File: config.mk
export PLATFORM = sky130hd
export DESIGN_NAME = nand_bus_responder
export DESIGN_NICKNAME = d
export VERILOG_FILES = /design/src/rtl/nand_bus_responder.sv
export SDC_FILE = /design/constraint.sdc
export NUM_CORES = 1
export LEC_CHECK = 0
export ABC_AREA = 1
export BUFFER_PORTS_ARGS = -buffer_cell sky130_fd_sc_hd__buf_2
export CORE_UTILIZATION = 60
export CTS_CLUSTER_SIZE = 14
export DETAILED_ROUTE_END_ITERATION = 16
export PLACE_DENSITY_LB_ADDON = 0.12
export SYNTH_ARGS = -nofsm -noshare
export SYNTH_HDL_FRONTEND = slang
export SYNTH_SLANG_ARGS = --single-unit
File: constraint.sdc
create_clock -name CLK -period 4.7 [get_ports CLK]
set_input_delay 0.705 -clock CLK [delete_from_list [all_inputs] [get_ports CLK]]
set_output_delay 0.705 -clock CLK [all_outputs]
set_load 0.01 [all_outputs]
File: src/rtl/nand_bus_responder.sv
// NAND DQ bus burst responder: emits a patterned data burst
// with strobe on the selected chip enable, aborting on bus conflict.
module nand_bus_responder #(
  parameter int DQ_W      = 8,
  parameter int NUM_CE    = 2,
  parameter int BURST_LEN = 4
) (
  input  logic              CLK,
  input  logic              RST_N,
  input  logic              start,
  input  logic [1:0]        cfg_mode,
  input  logic [DQ_W-1:0]   cfg_seed,
  input  logic [NUM_CE-1:0] ce_n,
  input  logic              ale,
  input  logic              cle,
  output logic [DQ_W-1:0]   dq_out,
  output logic              dqs_out,
  output logic              dq_oe,
  output logic              busy,
  output logic              done,
  output logic              err,
  output logic [8:0]        word_cnt
);

  localparam int CI_W = (NUM_CE > 1) ? $clog2(NUM_CE) : 1;
  localparam logic [DQ_W-1:0] TAPS =
    (DQ_W == 16) ? DQ_W'(16'hB400) : DQ_W'(8'hB8);
  localparam logic [8:0] LAST = 9'(BURST_LEN);

  typedef enum logic [1:0] {
    IDLE,
    PRE,
    BURST,
    POST
  } state_t;

  state_t            state;
  logic [1:0]        mode_q;
  logic [NUM_CE-1:0] ce_mask_q;
  logic [DQ_W-1:0]   pat_q;

  logic [CI_W-1:0]   ce_idx;
  logic [2:0]        ce_zeros;
  logic              start_ok;
  logic              abort;
  logic [DQ_W-1:0]   eff_seed;
  logic [DQ_W-1:0]   lfsr_seed;
  logic [7:0]        fixed_b;
  logic [DQ_W-1:0]   cur_word;
  logic [DQ_W-1:0]   next_pat;

  always_comb begin
    ce_idx   = '0;
    ce_zeros = '0;
    for (int i = 0; i < NUM_CE; i++) begin
      if (!ce_n[i]) begin
        ce_zeros = ce_zeros + 3'd1;
        ce_idx   = CI_W'(i);
      end
    end
  end

  assign start_ok = start && !ale && !cle
                 && (ce_zeros == 3'd1)
                 && (cfg_mode != 2'd3);

  // only the chip enable latched at start can abort the burst
  assign abort = ale || cle || (|(ce_mask_q & ce_n));

  assign eff_seed  = cfg_seed ^ DQ_W'(ce_idx);
  assign lfsr_seed = (eff_seed == '0) ? '1 : eff_seed;

  always_comb begin
    fixed_b = 8'hDE;
    case (word_cnt[1:0])
      2'd0:    fixed_b = 8'hDE;
      2'd1:    fixed_b = 8'hAD;
      2'd2:    fixed_b = 8'hBE;
      default: fixed_b = 8'hEF;
    endcase
  end

  assign cur_word = (mode_q == 2'd0) ? {(DQ_W/8){fixed_b}} : pat_q;

  always_comb begin
    next_pat = pat_q + DQ_W'(1);
    if (mode_q == 2'd2)
      next_pat = (pat_q >> 1) ^ (pat_q[0] ? TAPS : '0);
  end

  always_ff @(posedge CLK) begin
    if (!RST_N) begin
      state     <= IDLE;
      mode_q    <= '0;
      ce_mask_q <= '0;
      pat_q     <= '0;
      dq_out    <= '0;
      dqs_out   <= 1'b0;
      dq_oe     <= 1'b0;
      busy      <= 1'b0;
      done      <= 1'b0;
      err       <= 1'b0;
      word_cnt  <= '0;
    end else begin
      done <= 1'b0;
      err  <= 1'b0;
      case (state)
        IDLE: begin
          if (start) begin
            if (start_ok) begin
              state     <= PRE;
              busy      <= 1'b1;
              dq_oe     <= 1'b1;
              dqs_out   <= 1'b0;
              dq_out    <= '0;
              word_cnt  <= '0;
              mode_q    <= cfg_mode;
              ce_mask_q <= ~ce_n;
              pat_q     <= (cfg_mode == 2'd2) ? lfsr_seed : eff_seed;
            end else begin
              err <= 1'b1;
            end
          end
        end
        PRE, BURST: begin
          if (abort) begin
            state   <= IDLE;
            busy    <= 1'b0;
            dq_oe   <= 1'b0;
            dqs_out <= 1'b0;
            dq_out  <= '0;
            err     <= 1'b1;
          end else if (state == BURST && word_cnt == LAST) begin
            state   <= POST;
            dqs_out <= 1'b0;
            done    <= 1'b1;
          end else begin
            state    <= BURST;
            dq_out   <= cur_word;
            dqs_out  <= ~word_cnt[0];
            word_cnt <= word_cnt + 9'd1;
            pat_q    <= next_pat;
          end
        end
        default: begin
          state   <= IDLE;
          busy    <= 1'b0;
          dq_oe   <= 1'b0;
          dqs_out <= 1'b0;
          dq_out  <= '0;
        end
      endcase
    end
  end

endmodule

Word-level counts from Yosys, hierarchy flattened

Index checks and enable logic that the tools add are counted.
Widths: inputs -> output; s select.

Register bits after elaboration: 35
Bits in latches: 0
RAM bits: 0
Memory bits (read-only): 0
Bits of input ports: 17
Output and inout bits: 22
Memories kept: 0

Add/sub/neg operators: 3
$mul: 0
Divide/modulo/power cells: 0
$lt $le $gt $ge: 0
Equality and inequality tests: 15
Shift operators: 0
Muxes and demuxes: 43
Bitwise logic cells: 7
Reductions and logical operators: 22

Operators with widths:

| cell                | count |
|---|---|
| $mux 8              | 13 |
| $mux 9              | 4 |
| $pmux 8 s2          | 2 |
| $pmux 7 s3          | 1 |
| $pmux 9 s2          | 1 |
| $mux 1              | 14 |
| $ne 2x2->1 const B  | 6 |
| $add 9x1->9 const B | 1 |
| $eq 9x3->1 const B  | 1 |
| $reduce_and 3->1    | 3 |
| $add 8x1->8 const B | 1 |
| $eq 2x2->1 const B  | 4 |
| $logic_not 8->1     | 1 |
| $xor 7x8->8         | 1 |
| $xor 8x1->8         | 1 |
| $logic_not 2->1     | 3 |
| $mux 2              | 3 |
| $pmux 1 s2          | 3 |
| $logic_and 1x1->1   | 5 |
| $reduce_and 5->1    | 1 |
| $eq 2x1->1 const B  | 2 |
| $pmux 2 s2          | 1 |
| $reduce_or 2->1     | 2 |
| $add 3x1->3 const B | 1 |
| other kinds (11)    | 15 |

Depth between registers and ports, before layout

Depth in word-level cells: 9
Mapped depth: 11
Depth with buffers taken out: 11

Least setup slack after synthesis

No wires, ideal clock.

Kind: in2reg
Start: input port ale
End: register word_cnt[6]
Setup time: 0.111 ns
Data arrival time: 1.660 ns
Slack: 2.929 ns
Stages on the path: 9
Path buffers: 1
Cell sequence: nor2_2 nand3_2 nor2_4 nand2_4 a21oi_4 buf_6 nand2_1 nand2_1 nor2_1

Cells in the longest elaborated chain, start to end: 7

Ends and longest elaborated chain:

| item                            | RTL line | text |
|---|---|---|
| start, declared                 | 14       | `input logic ale,` |
| $logic_not 1->1                 | 63       | `assign start_ok = start && !ale && !cle` |
| $logic_and 1x1->1 (2 in series) | 63       |  |
| $logic_and 1x1->1               | 64       | `&& (ce_zeros == 3'd1)` |
| $logic_and 1x1->1               | 65       | `&& (cfg_mode != 2'd3);` |
| $ne 2x2->1 (no line)            | --       |  |
| $reduce_and 5->1 (no line) (*)  | --       |  |
| end signal, assigned            | 141      | `word_cnt <= word_cnt + 9'd1;` |
| end, declared                   | 22       | `output logic [8:0] word_cnt` |

Mark *: on every way between the ends. The rest lies on a longest branch, timed or not.
A chain may end at the register's enable or synchronous reset.

Worst setup path in the final report

Start: register state[1]
End: register word_cnt[5]

Cells in the longest elaborated chain, start to end: 4

Ends and longest elaborated chain:

| item                                                      | RTL line | text |
|---|---|---|
| start, declared                                           | 37       | `state_t state;` |
| start signal, assigned                                    | 93       | `state <= IDLE;` |
| start signal, assigned                                    | 111      | `state <= PRE;` |
| start signal, assigned                                    | 127      | `state <= IDLE;` |
| $eq 2x2->1 or $eq 2x1->1 (tied branches)                  | 107, 133 |  |
| $reduce_or 2->1 or $logic_and 1x1->1 (tied branches)      | 107, 133 |  |
| $ne 2x2->1 (no line) or $reduce_bool 2->1 (tied branches) | --       |  |
| $reduce_and 5->1 (no line)                                | --       |  |

Parallel ways exist; a longest one is shown, timed or not.

==> out/results.ini <==
[worst_setup_path]
arrival_ps = 2760
max_stage_delay_ps = 590
cp_max_fo = 16
crit_family = simple AND/OR/NAND/NOR gates
path_buf_inv = 3
required_ps = 4930
critPathMostFrequentCell = inv_1
rrSetupSlack_ps = 2170
crit_path_top_delay_cell = ha_1
cp-end-kind = flop
path_cells = inv_1, ha_1, inv_1, nor2_4, nand2_4, a21oi_4, nand2_1, nand2_1, inv_1, nor2_1
critPathKind = flop to flop
cp-start-kind = flop

[finish]
postLayoutCellArea_um2 = 2492
final_layout_size_suffix_gt1_share_pct = 15.61
layout_common_cells = nand2_1 (84), nor2_1 (50), inv_1 (41)
layout_commonest_cell = nand2_1
areaGrowthSynthToFinish_pct = 12.04
fin_util_pct = 72.41
diodes = 0
nets = 405

[sta]
slew_headroom_pct = 63.09
fin_worst_skew_ps = 2.320
rsz0062_at_grt = false
fin_crit_sh_pct = 53.85
hold_viol = 0
setup_tns_ps = 0
slew_viol_final = 0
setup_violations = 0
min_period_ps = 2531
max_freq_ghz = 0.3951
worstMarginPinSlew_ps = 550.3
whs_ps = 444.4

[logic_synthesis]
syn-cell-area_um2 = 2225
syn_avg_cell_area_um2 = 6.448
synth_seq_cells = 35
async_flop_share_pct = 0
yosysSeqAreaShare_pct = 31.50
synthCells = 345
synth_ff_type = dfxtp_1
synthesis.nets = 372
synth_cell_type_count = 32
synth-edff-count = 0
yosys_warnings = 0

[grt]
grt_pass1_wl_um = 9528
grt_overflow_total = 0
met1_usage_pct = 40.34
globalRouteTotalUtil_pct = 30.37
antenna_found_initial = 0
grt_pass1_vias = 2133
busiest_layer = met2
grt_max_degree = 19
use_met2_pct = 48.12
met3_usage_pct = 5.292

[pwr]
p_clk_share_pct = 17.1
ir_drop_uv = 415.9
intPower_mw = 0.6764
powerDensity_nw_per_um2 = 522.3
switchingPower_mw = 0.6254
sw_frac_of_total_pct = 48.04
p_comb_share_pct = 49.4
p_leak_nw = 1.142
seqPwrFrac_pct = 33.5

[detailed_routing]
wl_per_cell_um = 12.85
vias = 2304
vias_per_cell = 5.434
ant_nets = 0
drc = 0
drt-initial-drc-count = 219
routed_wirelength_um = 5448
drt_pass1_iterations = 5

[cts]
cts-root-buf = clkbuf_8
clkSlewWorstSetupHoldPaths_ps = 70
clk_latency_ps = 290
cts_max_path_buffers = 2
postCtsResizedCells = 0
post_cts_buffers = 0
cts_buffers = 5
cts_sinks = 35
holdBufCountCts = 0
htree_levels = 2
tritoncts = built

[placed_design]
placed_cell_area_um2 = 2405
gp_congestion = 0.9357
dp_hpwl_um = 3960
io_buffers = 38

[die]
rows = 21
initial_core_util_pct = 64.63
ios = 39
fp.dieW_um = 62.89
die_h_um = 62.89
die-area_um2 = 3955
core_area_um2 = 3442

[run]
max-cap-violations = 0

[min_path]
hold_path.class = flop to flop

[outcome]
outcome = complete, no violations

-- cells in the mapped netlist, types with 2 or more instances --
cell / number / area share, %
o21ai_0: 17 / 3.8
o2111ai_1: 2 / 0.79
nand3_2: 2 / 0.90
nand2_4: 3 / 1.5
o21ai_1: 3 / 0.67
buf_2: 3 / 0.67
inv_1: 41 / 6.9
nand3_1: 14 / 3.1
o211ai_1: 5 / 1.7
nand2_2: 3 / 0.84
dfxtp_1: 35 / 31
clkbuf_1: 6 / 1.0
nand2_1: 84 / 14
a21oi_1: 34 / 7.6
nor2_2: 3 / 0.84
buf_6: 2 / 1.0
nand4_1: 9 / 2.5
xnor2_1: 2 / 0.79
nor2_1: 50 / 8.4
a211oi_1: 2 / 0.67
nor3_1: 5 / 1.1
ha_1: 10 / 5.6
-- power groups by stage --
stage | sequential (mW) | clock [mW] | combinational (mW)
2_1_floorplan | 0.409 | 0 | 0.545
3_3_place_gp | 0.437 | 0 | 0.626
3_5_place_dp | 0.438 | 0 | 0.629
4_1_cts | 0.432 | 0.220 | 0.634
5_1_grt | 0.443 | 0.238 | 0.720
6_report | 0.436 | 0.223 | 0.643
-- metrics by stage --
step	power, mW	setup slack (ps)	cells
6_report	1.302	2169	424
5_1_grt	1.400	1865	424
4_1_cts	1.286	2195	424
3_5_place_dp	1.067	2216	417
3_3_place_gp	1.063	2314	417
2_1_floorplan	0.9535	2929	345
-- cell families after synthesis --
kind of cell             after synthesis  share of synthesized area (%)
AO/OA/AOI/OAI                         66                          16.65
AND/OR/NAND/NOR                      176                          34.65
buffers and inverters                 55                          10.40
flip-flops                            35                          31.50
XOR/XNOR                               3                          1.181
adder cells (fa/ha/maj)               10                          5.624
-- registers in the layout, summed over array words and instances, names as in the netlist --
register	count
mode_q	2
done	1
err	1
busy	1
word_cnt	9
dq_out	8
pat_q	8
state	2
ce_mask_q	2
dqs_out	1
-- worst register-to-register path, stage by stage, from the launching register on --
cell and delay, ps:
dfxtp_1 360, inv_1 70, ha_1 590, inv_1 350, nor2_4 320, nand2_4 120
a21oi_4 360, nand2_1 110, nand2_1 80, inv_1 40, nor2_1 70
-- layout make-up --
type | instances | area [um^2]
Multi-Input combinational cell | 255 | 1292
Fill cell | 286 | 949.7
Sequential cell | 35 | 700.7
Timing Repair Buffer | 38 | 190.2
Inverter | 43 | 163.9
Clock buffer | 6 | 82.58
Tap cell | 46 | 57.56
Clock inverter | 1 | 5.005
-- final timing paths --
| check | from | end | cells after the start |
|---|---|---|---|
| worst max-delay path | state[1] | word_cnt[5] | 10 |
| worst min-delay path | ce_mask_q[1] | ce_mask_q[1] | 2 |
| worst max register to register | state[1] | word_cnt[5] | 10 |
| worst min register to register | ce_mask_q[1] | ce_mask_q[1] | 2 |
-- metal layers --
metal / routed length, um / vias to the layer above
met5: 0 / -
met4: 95 / 0
met3: 409 / 14
met2: 2415 / 99
met1: 2528 / 1013
li1: - / 1178
Power figures use the tool's default switching activity.
